**src/rtl/mem_bist_ctrl_pkg.sv**
```systemverilog
// Shared definitions for the memory BIST controller: state encoding,
// default background pattern and the run-length helper used by benches.
package mem_bist_ctrl_pkg;

  typedef enum logic [3:0] {
    S_IDLE   = 4'd0,
    S_W_BG   = 4'd1,
    S_UP_RD  = 4'd2,
    S_UP_WR  = 4'd3,
    S_DN_RD  = 4'd4,
    S_DN_WR  = 4'd5,
    S_FR_RD  = 4'd6,
    S_FR_CMP = 4'd7,
    S_DONE   = 4'd8
  } bist_state_t;

  localparam logic [7:0] BG_DEFAULT  = 8'h55;
  localparam int         DEPTH_DEF   = 16;

  // Busy cycles of a clean run: one write pass plus three read/act passes of two cycles each.
  function automatic int run_len(input int depth);
    return 7 * depth;
  endfunction

  localparam int RUN_LEN_DEF = 7 * DEPTH_DEF;

endpackage

```
**src/rtl/mem_bist_addr_cnt.sv**
```systemverilog
// Loadable up/down address counter; is_last flags the terminal address
// for the current sweep direction so phases never rely on wrap-around.
module mem_bist_addr_cnt #(
  parameter int ADDR_BITS = 4,
  parameter int RAM_DEPTH = 16
) (
  input  logic                 clk,
  input  logic                 rst,
  input  logic                 load_zero,
  input  logic                 load_max,
  input  logic                 inc,
  input  logic                 dec,
  input  logic                 down,
  output logic [ADDR_BITS-1:0] cnt,
  output logic                 is_last
);

  localparam logic [ADDR_BITS-1:0] MAX = ADDR_BITS'(RAM_DEPTH - 1);

  always_ff @(posedge clk) begin
    if (rst)            cnt <= '0;
    else if (load_zero) cnt <= '0;
    else if (load_max)  cnt <= MAX;
    else if (inc)       cnt <= cnt + 1'b1;
    else if (dec)       cnt <= cnt - 1'b1;
  end

  assign is_last = down ? (cnt == '0) : (cnt == MAX);

endmodule

```
**src/rtl/mem_bist_ctrl.sv**
```systemverilog
// March-style BIST initiator for a small synchronous RAM: W(BG), up R(BG)W(~BG),
// down R(~BG)W(BG), final up R(BG); aborts on the first miscompare.
module mem_bist_ctrl
  import mem_bist_ctrl_pkg::*;
#(
  parameter int                   ADDR_BITS = 4,
  parameter int                   DATA_BITS = 8,
  parameter int                   RAM_DEPTH = 16,
  parameter logic [DATA_BITS-1:0] BG        = DATA_BITS'(BG_DEFAULT)
) (
  input  logic                 clk,
  input  logic                 rst,
  input  logic                 start,
  output logic [ADDR_BITS-1:0] mem_addr,
  output logic                 mem_wr_en,
  output logic                 mem_rd_en,
  output logic [DATA_BITS-1:0] mem_wdata,
  input  logic [DATA_BITS-1:0] mem_rdata,
  output logic                 busy,
  output logic                 done,
  output logic                 pass,
  output logic [ADDR_BITS-1:0] fail_addr,
  output logic [DATA_BITS-1:0] fail_data
);

  bist_state_t          state_q, state_d;
  logic                 ld_zero, ld_max, inc, dec, down, mismatch, is_last;
  logic [ADDR_BITS-1:0] cnt;

  mem_bist_addr_cnt #(.ADDR_BITS(ADDR_BITS), .RAM_DEPTH(RAM_DEPTH)) u_cnt (
    .clk(clk), .rst(rst), .load_zero(ld_zero), .load_max(ld_max),
    .inc(inc), .dec(dec), .down(down), .cnt(cnt), .is_last(is_last)
  );

  assign down = (state_q == S_DN_RD) || (state_q == S_DN_WR);

  always_ff @(posedge clk) begin
    if (rst) state_q <= S_IDLE;
    else     state_q <= state_d;
  end

  always_comb begin
    state_d  = state_q;
    ld_zero  = 1'b0;
    ld_max   = 1'b0;
    inc      = 1'b0;
    dec      = 1'b0;
    mismatch = 1'b0;
    case (state_q)
      S_IDLE: if (start) begin
        state_d = S_W_BG;
        ld_zero = 1'b1;
      end
      S_W_BG: begin
        if (is_last) begin state_d = S_UP_RD; ld_zero = 1'b1; end
        else inc = 1'b1;
      end
      S_UP_RD: state_d = S_UP_WR;
      S_UP_WR: begin
        mismatch = (mem_rdata != BG);
        if (mismatch)     state_d = S_DONE;
        else if (is_last) begin state_d = S_DN_RD; ld_max = 1'b1; end
        else              begin state_d = S_UP_RD; inc = 1'b1; end
      end
      S_DN_RD: state_d = S_DN_WR;
      S_DN_WR: begin
        mismatch = (mem_rdata != ~BG);
        if (mismatch)     state_d = S_DONE;
        else if (is_last) begin state_d = S_FR_RD; ld_zero = 1'b1; end
        else              begin state_d = S_DN_RD; dec = 1'b1; end
      end
      S_FR_RD: state_d = S_FR_CMP;
      S_FR_CMP: begin
        mismatch = (mem_rdata != BG);
        if (mismatch || is_last) state_d = S_DONE;
        else begin state_d = S_FR_RD; inc = 1'b1; end
      end
      S_DONE:  state_d = S_IDLE;
      default: state_d = S_IDLE;
    endcase
  end

  // RAM strobes are pure state decodes; address is gated so idle drives zero.
  always_comb begin
    mem_wr_en = (state_q == S_W_BG) || (state_q == S_UP_WR) || (state_q == S_DN_WR);
    mem_rd_en = (state_q == S_UP_RD) || (state_q == S_DN_RD) || (state_q == S_FR_RD);
    mem_addr  = (mem_wr_en || mem_rd_en) ? cnt : '0;
    case (state_q)
      S_W_BG, S_DN_WR: mem_wdata = BG;
      S_UP_WR:         mem_wdata = ~BG;
      default:         mem_wdata = '0;
    endcase
    busy = (state_q != S_IDLE) && (state_q != S_DONE);
    done = (state_q == S_DONE);
  end

  always_ff @(posedge clk) begin
    if (rst) begin
      pass      <= 1'b0;
      fail_addr <= '0;
      fail_data <= '0;
    end else begin
      if (state_q == S_IDLE && start) begin
        pass      <= 1'b0;
        fail_addr <= '0;
        fail_data <= '0;
      end
      if (mismatch) begin
        fail_addr <= cnt;
        fail_data <= mem_rdata;
      end
      if (state_q == S_FR_CMP && !mismatch && is_last) pass <= 1'b1;
    end
  end

endmodule

```
**config.mk**
```make
export PLATFORM = sky130hd
export DESIGN_NAME = mem_bist_ctrl
export DESIGN_NICKNAME = d
export VERILOG_FILES = /design/src/rtl/mem_bist_ctrl_pkg.sv /design/src/rtl/mem_bist_addr_cnt.sv /design/src/rtl/mem_bist_ctrl.sv
export SDC_FILE = /design/constraint.sdc
export NUM_CORES = 1
export LEC_CHECK = 0
export ABC_CLOCK_PERIOD_IN_PS = 3450
export CAP_MARGIN = 40
export CORE_MARGIN = 2
export CORE_UTILIZATION = 30
export CTS_CLUSTER_SIZE = 12
export DETAILED_ROUTE_END_ITERATION = 8
export SLEW_MARGIN = 20
export SYNTH_ARGS = -nofsm -noshare
export SYNTH_HDL_FRONTEND = slang
export SYNTH_HIERARCHICAL = 1
export SYNTH_SLANG_ARGS = --single-unit
```
**constraint.sdc**
```tcl
create_clock -name clk -period 3.45 [get_ports clk]
set_input_delay 0.345 -clock clk [delete_from_list [all_inputs] [get_ports clk]]
set_output_delay 0.345 -clock clk [all_outputs]
set_load 0.05 [all_outputs]
```
# After elaboration in Yosys (flattened, before gate mapping)
# Index checks and enable logic that the tools add are counted.
[totals]
ff_bits = 21
output_inout_bits = 29
word_cells = 76
[classes]
n_addsub = 2
n_eq_ne = 14
muxes = 33
reduce_logical = 22
[ops]
columns = ["op", "n"]
rows = [
  ["$mux W4", 11],
  ["$pmux W4 S8", 1],
  ["$eq A4 B3 Y1 const B", 4],
  ["$mux W8", 2],
  ["$pmux W8 S2", 1],
  ["$mux W1", 13],
  ["$eq A4 B2 Y1 const B", 2],
  ["$eq A4 B4 Y1 const B", 2],
  ["$logic_not A4 Y1", 2],
  ["$ne A8 B7 Y1 const B", 1],
  ["$ne A8 B8 Y1 const B", 1],
  ["$logic_or A1 B1 Y1", 7],
  ["$pmux W1 S3", 2],
  ["$reduce_or A2 Y1", 3],
  ["$add A4 B1 Y4 const B", 1],
  ["$eq A4 B1 Y1 const B", 1],
  ["$logic_and A1 B1 Y1", 4],
  ["$ne A2 B2 Y1 const B", 2],
  ["$ne A4 B4 Y1 const B", 1],
  ["$reduce_bool A2 Y1", 2],
  ["$reduce_bool A4 Y1", 1],
  ["$sub A4 B1 Y4 const B", 1],
  ["$mux W3", 1],
  ["$reduce_bool A3 Y1", 1],
  ["4 further kinds", 4],
]

# Longest topological paths before layout
# Gate-level depths: netlist of the first run.
[logic_depth]
depth_word = 9
depth_mapped = 11
ltp_nobuf = 10

# Hierarchy
# The synthesis of the first run kept the hierarchy.
[modules_own_cells]
columns = ["mod", "instances", "cells_per_inst", "area_per_inst_um2", "seq_area_each_um2"]
rows = [
  ["mem_bist_ctrl", 1, 132, 1043.5, 340.3],
  ["mem_bist_addr_cnt", 1, 31, 290.3, 80.1],
]

# Least setup slack after synthesis of the first run
# OpenSTA, ideal clock, no wires.
[synth_timing]
path_kind = "register to register"
start = "reg state_q[2]"
end = "reg u_cnt.cnt[2]"
setup_time_ps = 115
arrival_ps = 2454
setup_slack_ps = 881
stages_incl_launch_ff = 10
n_path_buf = 1
cell_sequence = "dfxtp_1 buf_2 nor3b_1 o21ai_0 nor3_1 inv_1 fa_1 xor2_1 mux2_2 o21a_1"
[synth_between]
elab_chain_cells = 8
elab_cells_between_ends = 24
classes_between = "eq/ne: 5; mux: 14; reduce/logical: 5"
[synth_lines]
columns = ["item", "line", "rtl"]
rows = [
  ["start, declared", "mem_bist_ctrl.sv:26", "bist_state_t state_q, state_d;"],
  ["start signal, assigned", "mem_bist_ctrl.sv:39", "else state_q <= state_d;"],
  ["$eq A4 B3 Y1", "mem_bist_ctrl.sv:35", "assign down = (state_q == S_DN_RD) || (state_q == S_DN_WR);"],
  ["$logic_or A1 B1 Y1 *", "mem_bist_ctrl.sv:35", ""],
  ["named net down", "mem_bist_ctrl.sv:27", "logic ld_zero, ld_max, inc, dec, down, mismatch, is_last;"],
  ["$mux W1 *", "mem_bist_addr_cnt.sv:28", "assign is_last = down ? (cnt == '0) : (cnt == MAX);"],
  ["named net is_last", "mem_bist_ctrl.sv:27", ""],
  ["$mux W1 or $logic_or A1 B1 Y1 (tied branches)", "mem_bist_ctrl.sv:55, mem_bist_ctrl.sv:62, mem_bist_ctrl.sv:75", ""],
  ["$mux W1 (on tied branches)", "mem_bist_ctrl.sv:61, mem_bist_ctrl.sv:75", ""],
  ["$pmux W1 S3 *", "mem_bist_ctrl.sv:49", "case (state_q)"],
  ["named net inc", "mem_bist_ctrl.sv:27", ""],
  ["$mux W4", "mem_bist_addr_cnt.sv:24", "else if (inc) cnt <= cnt + 1'b1;"],
  ["$mux W4", "mem_bist_addr_cnt.sv:23", "else if (load_max) cnt <= MAX;"],
  ["end signal, assigned", "mem_bist_addr_cnt.sv:24", ""],
  ["end signal, assigned", "mem_bist_addr_cnt.sv:25", "else if (dec) cnt <= cnt - 1'b1;"],
  ["end, declared", "mem_bist_addr_cnt.sv:14", "output logic [ADDR_BITS-1:0] cnt,"],
]
# Mark *: on every way through the listed nets, which the timed path passes. The rest lies on a longest branch.
# A chain may end at the register's enable or synchronous reset.

# Final worst setup path of the first run
[layout_timing]
start = "reg state_q[3]"
end = "reg u_cnt.cnt[2]"
# Same word-level chain as after synthesis.

==> out/summary.txt, run 1 <==
worst r2r src = state_q[3]
Post-synth EDFFs = 0
dpl hpwl = 2502 um
WHS Path Cells = 2
Crit Path Class = flop to flop
# nets final = 209
Post-Syn Nets = 177
DIE AREA = 4995 um2
hold buffer count at CTS = 0
largest cells by area after synthesis = dfxtp_1 (32%), a21oi_1 (6.4%), nand4_1 (6.1%)
Min-Delay Startpoint = fail_data[3]
Root Driver = clkbuf_8
period utilization = 80.08%
Remaining DRCs = 0
endpoint class of the critical path = flop
Final GP Congestion = 0.7855
CP max FO = 13
CP required = 3.61 ns
cts bufs inserted = 3
FP Rows = 24
IO Port Bufs = 39
most common cell in the netlist = dfxtp_1
maximum VDD drop = 0.2016 mV
Chip Width = 70.68 um
ys flop type = dfxtp_1
unrepaired setup endpoints after global routing = no
min cycle time layout = 2.763 ns
Clock Skew = 0.001519 ns
power density over cell area = 331.9 nW/um2
synthesized area = 1334 um2
H-Tree Depth = 1
Clock Path Buffers = 2
Via density = 5.321
starting density of the core = 30.84%
RR Endpoint = u_cnt/cnt[2]
TritonRoute pass-1 iters = 4
global route overflow = 0
n_diodes = 0
final hold vios = 0
Core ar. = 4324 um2
top-area cell type share of the netlist area = 31.52%
area grow syn2layout = 32.55%
post-CTS setup buffers = 0
clock slew at reported path FFs = 0.07 ns
# fillers = 459
actual slew at the worst max-slew pin = 0.7800 ns
clock sink count = 21
vias = 1,309
CTS tree = built
final setup vio count = 0
maxcap violations = 0
Routed WL = 3360 um
WP data arrival = 2.92 ns
number of cells produced by synthesis = 163
initial drt markers = 69
Seq/Total Area, Yosys = 31.52%
first-pass GRT wire length = 5402 um
r2r worst-path depth = 9
Post-DRT Antenna Nets = 0
DP Worst Slack = 0.4169 ns
top cells by count, synth = dfxtp_1 (21), a21oi_1 (17), o21ai_0 (14)
max_slew headroom = 48.00%
Die Y = 70.68 um
final worst slack = 0.6872 ns
synth warn = 6
Hold Path Class = flop to flop
Final Max Slew Viols = 0
vias in the first global route = 1,179
Yosys reg bits = 21
worst reg2reg setup slack = 0.69 ns
Lkg Pwr = 0.6166 nW
Hold Crit Endpoint = fail_data[3]
Startpoint Class = flop
Routed wire per std cell = 13.66 um
post-synth top area cell = dfxtp_1
initial antenna violation count = 0
Post-CTS Resized = 0
layout cells sized above 1 = 7.732%
Cell variety after synth = 41
status = finished, final reports clean
Peak Freq = 362.0 MHz
Post-Syn Area per Cell = 8.183 um2
Setup TNS Final = 0 ns
Ports = 40
largest net degree at the start of global routing = 18
Post-synth ARST share = 0%
GRT Total Usage = 13.19%
worst-skew pair later-pin latency = 0.26 ns
==> metal layers <==
| layer | vias to the layer above | part of all wire (%) | track usage, % |
|---|---|---|---|
| met1 | 619 | 49 | 17.78 |
| met5 | - | 0 | 0 |
| met2 | 23 | 47 | 21.80 |
| li1 | 665 | - | - |
| met4 | 0 | 0.57 | 2.516 |
| met3 | 2 | 3.5 | 3.134 |
==> power by group <==
part,internal [mW],total [mW],switching (mW)
Clock,0.0822,0.158,0.0763
Combinational,0.0656,0.166,0.100
Sequential,0.250,0.262,0.0126
==> worst max-delay path: stages, from the launching register on <==
cell and delay (ns):
dfxtp_1 0.42, nor3b_1 0.40, o21ai_0 0.16, buf_4 0.18
nor3_1 0.30, inv_1 0.18, fa_1 0.45, xor2_1 0.15
mux2_2 0.26, o21a_1 0.16
==> worst max-delay path by stage <==
stage | slack [ns] | to | depth (start not counted) | startpoint
2_1_floorplan | 0.88 | u_cnt/cnt[2] | 9 | state_q[2]
3_3_place_gp | 0.50 | u_cnt/cnt[3] | 11 | mem_rdata[1]
3_5_place_dp | 0.42 | u_cnt/cnt[2] | 10 | mem_rdata[5]
4_1_cts | 0.67 | u_cnt/cnt[2] | 9 | state_q[3]
5_1_grt | 0.40 | u_cnt/cnt[3] | 10 | state_q[3]
6_report | 0.69 | u_cnt/cnt[2] | 9 | state_q[3]
==> through the flow <==
stage / area [um2] / hold WS [ns] / total power [mW] / utilization, % / instances
2_1_floorplan: 1334 / 0.4141 / 0.3881 / - / 163
3_3_place_gp: 1723 / 0.4594 / 0.4346 / 39.84 / 242
3_5_place_dp: 1723 / 0.4642 / 0.4346 / 39.84 / 242
4_1_cts: 1768 / 0.4756 / 0.5935 / 40.89 / 246
5_1_grt: 1768 / 0.4884 / 0.6182 / 40.89 / 246
6_report: 1768 / 0.4753 / 0.5867 / 40.89 / 246
==> registers in the layout (all words and copies together) (netlist names) <==
register and cells:
u_cnt/cnt 4, fail_addr 4, state_q 4, pass 1, fail_data 8
==> cell families (layout without fill, tap and decap cells) <==
family | after synthesis | after routing | share of synthesized area (%)
xor gates and xnor gates | 3 | 3 | 1.970
AOI/OAI and AO/OA | 50 | 50 | 22.51
adders and majority gates | 3 | 3 | 3.377
and+or+nand+nor | 62 | 62 | 29.08
DFF | 21 | 21 | 31.52
muxes | 4 | 4 | 3.189
buffers and inverters | 20 | 51 | 8.348
==> cell type report <==
type                    instances  area, um2  share of cell area, %
flip-flops and latches         21      420.4                  23.78
well taps                      52      65.06                  3.680
inverters                       4      15.01                 0.8493
multi-input cells             122      802.0                  45.36
repair buffers                 43      420.4                  23.78
clock buffers                   4      45.04                  2.548
==> cells in the final DEF (no fill, tap or decap), types with 4 or more instances in the layout <==
cell,n
and2_1,6
clkdlybuf4s50_1,39
o21ai_0,14
nand2_1,5
nor2_1,13
a21oi_1,17
buf_4,4
nor3_1,4
nand4_1,13
dfxtp_1,21
inv_1,4
Power figures use the tool's default switching activity.
==> run 2: changes to the inputs <==
- ABC_CLOCK_PERIOD_IN_PS: 3450 -> 2600
- clock period: 3.45 -> 2.6 ns (I/O delays scaled with it)
==> out/summary.txt, run 2 (same netlist as run 1, synthesis figures left out) <==
Hold Path Class = flop to flop (unchanged)
NetSw = 256.5 uW (was 189.2 uW)
Clock Skew = 0.001747 ns (was 0.001519 ns)
clock sink count = 21 (unchanged)
min cycle time layout = 2.419 ns
Gate power share = 31.0% (was 28.3%)
Ports = 40 (unchanged)
most frequent cells in the layout = clkdlybuf4s50_1 (31), buf_4 (27), dfxtp_1 (21) (was clkdlybuf4s50_1 (39), dfxtp_1 (21), a21oi_1 (17))
placed cells = 257 (was 242)
Remaining DRCs = 0 (unchanged)
final hold vios = 0 (unchanged)
met1 wire length = 1788 um (was 1630 um)
Clock Path Buffers = 2 (unchanged)
top layer in use = met4 (unchanged)
starting density of the core = 30.84% (unchanged)
Via density = 5.280 (was 5.321)
final setup vio count = 0 (unchanged)
H-Tree Depth = 1 (unchanged)
DP Worst Slack = -0.2195 ns (was 0.4169 ns)
unrepaired setup endpoints after global routing = no (unchanged)
Finished Cell Area = 1871 um2 (was 1768 um2)
Final GP Congestion = 0.8004 (was 0.7855)
cts bufs inserted = 3 (unchanged)
Setup TNS Final = 0 ns (unchanged)
power density over cell area = 426.3 nW/um2 (was 331.9 nW/um2)
Routed WL = 3646 um (was 3360 um)
Core ar. = 4324 um2 (unchanged)
vias in the first global route = 1,277 (was 1,179)
Routed wire per std cell = 13.97 um (was 13.66 um)
met3 wire length = 129 um (was 117 um)
first-pass GRT wire length = 5947 um (was 5402 um)
initial antenna violation count = 0 (unchanged)
# nets final = 224 (was 209)
Die Y = 70.68 um (unchanged)
final worst slack = 0.1812 ns (was 0.6872 ns)
Most flops, register = fail_data (unchanged)
IO Port Bufs = 39 (unchanged)
clock slew at reported path FFs = 0.07 ns (about the same)
initial drt markers = 78 (was 69)
dpl hpwl = 2709 um (was 2502 um)
Crit Path Class = flop to output pin (was flop to flop)
Int Pwr = 540.8 uW (was 397.6 uW)
Root Driver = clkbuf_8 (unchanged)
largest net degree at the start of global routing = 18 (unchanged)
maximum VDD drop = 0.2526 mV (was 0.2016 mV)
placed inst area = 1815 um2 (was 1723 um2)
Post-DRT Antenna Nets = 0 (unchanged)
layout cells sized above 1 = 19.62% (was 7.732%)
max_slew headroom = 53.88% (was 48.00%)
CTS tree = built (unchanged)
Startpoint Class = flop (unchanged)
global route overflow = 0 (unchanged)
FP Rows = 24 (unchanged)
Final Max Slew Viols = 0 (unchanged)
TritonRoute pass-1 iters = 4 (unchanged)
WL met2 = 1654 um (was 1591 um)
Sw Share = 32.17% (was 32.24%)
n_diodes = 0 (unchanged)
CP max FO = 12 (was 13)
Lkg Pwr = 0.7126 nW (was 0.6166 nW)
post-CTS setup buffers = 0 (unchanged)
Chip Width = 70.68 um (unchanged)
maxcap violations = 0 (unchanged)
fin cells = 261 (was 246)
actual slew at the worst max-slew pin = 0.6896 ns (was 0.7800 ns)
period utilization = 93.03%
WP data arrival = 2.16 ns (was 2.92 ns)
GRT Total Usage = 14.90% (was 13.19%)
Peak Freq = 413.4 MHz
area grow syn2layout = 40.24% (was 32.55%)
CP required = 2.34 ns (was 3.61 ns)
vias = 1,378 (was 1,309)
DIE AREA = 4995 um2 (unchanged)
max reg flops = 8 (unchanged)
commonest non-fill, non-tap cell in the layout = clkdlybuf4s50_1 (unchanged)
endpoint class of the critical path = output pin (was flop)
worst-skew pair later-pin latency = 0.26 ns (about the same)
Sequential Power Share = 42.9% (was 44.7%)
status = finished, final reports clean (unchanged)
proportion of power drawn by the clock network = 26.0% (was 27.0%)
[run 2: cell types whose count changed in the layout (fill, tap and decap cells not counted)]
| cell | before | now |
|---|---|---|
| o21ai_0 | 14 | 13 |
| nor3b_2 | 0 | 1 |
| nor3b_1 | 1 | 0 |
| inv_1 | 4 | 3 |
| nor3_1 | 4 | 3 |
| buf_4 | 4 | 27 |
| nor3_2 | 1 | 2 |
| inv_2 | 0 | 1 |
| clkdlybuf4s50_1 | 39 | 31 |
| o21ai_1 | 3 | 4 |
[run 2: timing repair]
action                                  CTS  global route
endpoints found under the setup margin    0             3
resized for setup                         0             4
hold buffers                              0             0
[run 2: area by class of cell]
type | count | area [um2]
fillers | 450 | 2454
multi-input cells | 122 | 812.0
repair buffers | 58 | 513.0
flip-flops and latches | 21 | 420.4
well taps | 52 | 65.06
clock buffers | 4 | 45.04
inverters | 4 | 15.01
[run 2: worst max-delay path: stages (launching register included)]
cell and delay, ns:
dfxtp_1 0.32, buf_4 0.17, nand2b_1 0.18, buf_4 0.15, nor2_1 0.23, clkdlybuf4s50_1 0.86
[run 2: routing by layer]
layer / global-route usage (%) / up-vias
met5: 0 / -
met4: 6.080 / 0
met3: 3.276 / 11
met2: 22.96 / 30
met1: 20.30 / 644
li1: - / 693
[run 2: path summary, 6_finish.rpt]
check                           slack [ns]            to          from  depth (start not counted)
worst max-delay path                  0.18  mem_wdata[4]    state_q[3]                          5
worst min-delay path                  0.47  fail_addr[2]  fail_addr[2]                          2
worst max register to register        0.34  u_cnt/cnt[2]  u_cnt/cnt[1]                          9
worst min register to register        0.47  fail_addr[2]  fail_addr[2]                          2
[run 2: per-stage QoR]
step           util [%]  hold WS [ns]  power (mW)
2_1_floorplan         -        0.3291      0.5150
3_3_place_gp      41.99        0.4587      0.5918
3_5_place_dp      41.99        0.4661      0.5941
4_1_cts           43.03        0.4752      0.8080
5_1_grt           43.26        0.4902      0.8378
6_report          43.26        0.4722      0.7974
[run 2: power by group through the flow]
stage | sequential [mW] | clock, mW | combinational (mW)
after global placement | 0.349 | 0 | 0.243
final | 0.342 | 0.208 | 0.247
after detailed placement | 0.349 | 0 | 0.245
after global routing | 0.344 | 0.226 | 0.268
after floorplan | 0.354 | 0 | 0.161
after CTS | 0.342 | 0.220 | 0.246
==> run 3: changes to the inputs <==
- CTS_CLUSTER_DIAMETER: unset -> 80
==> results of run 3 <==
The final DEF is identical to that of run 2; final timing and power are the same.
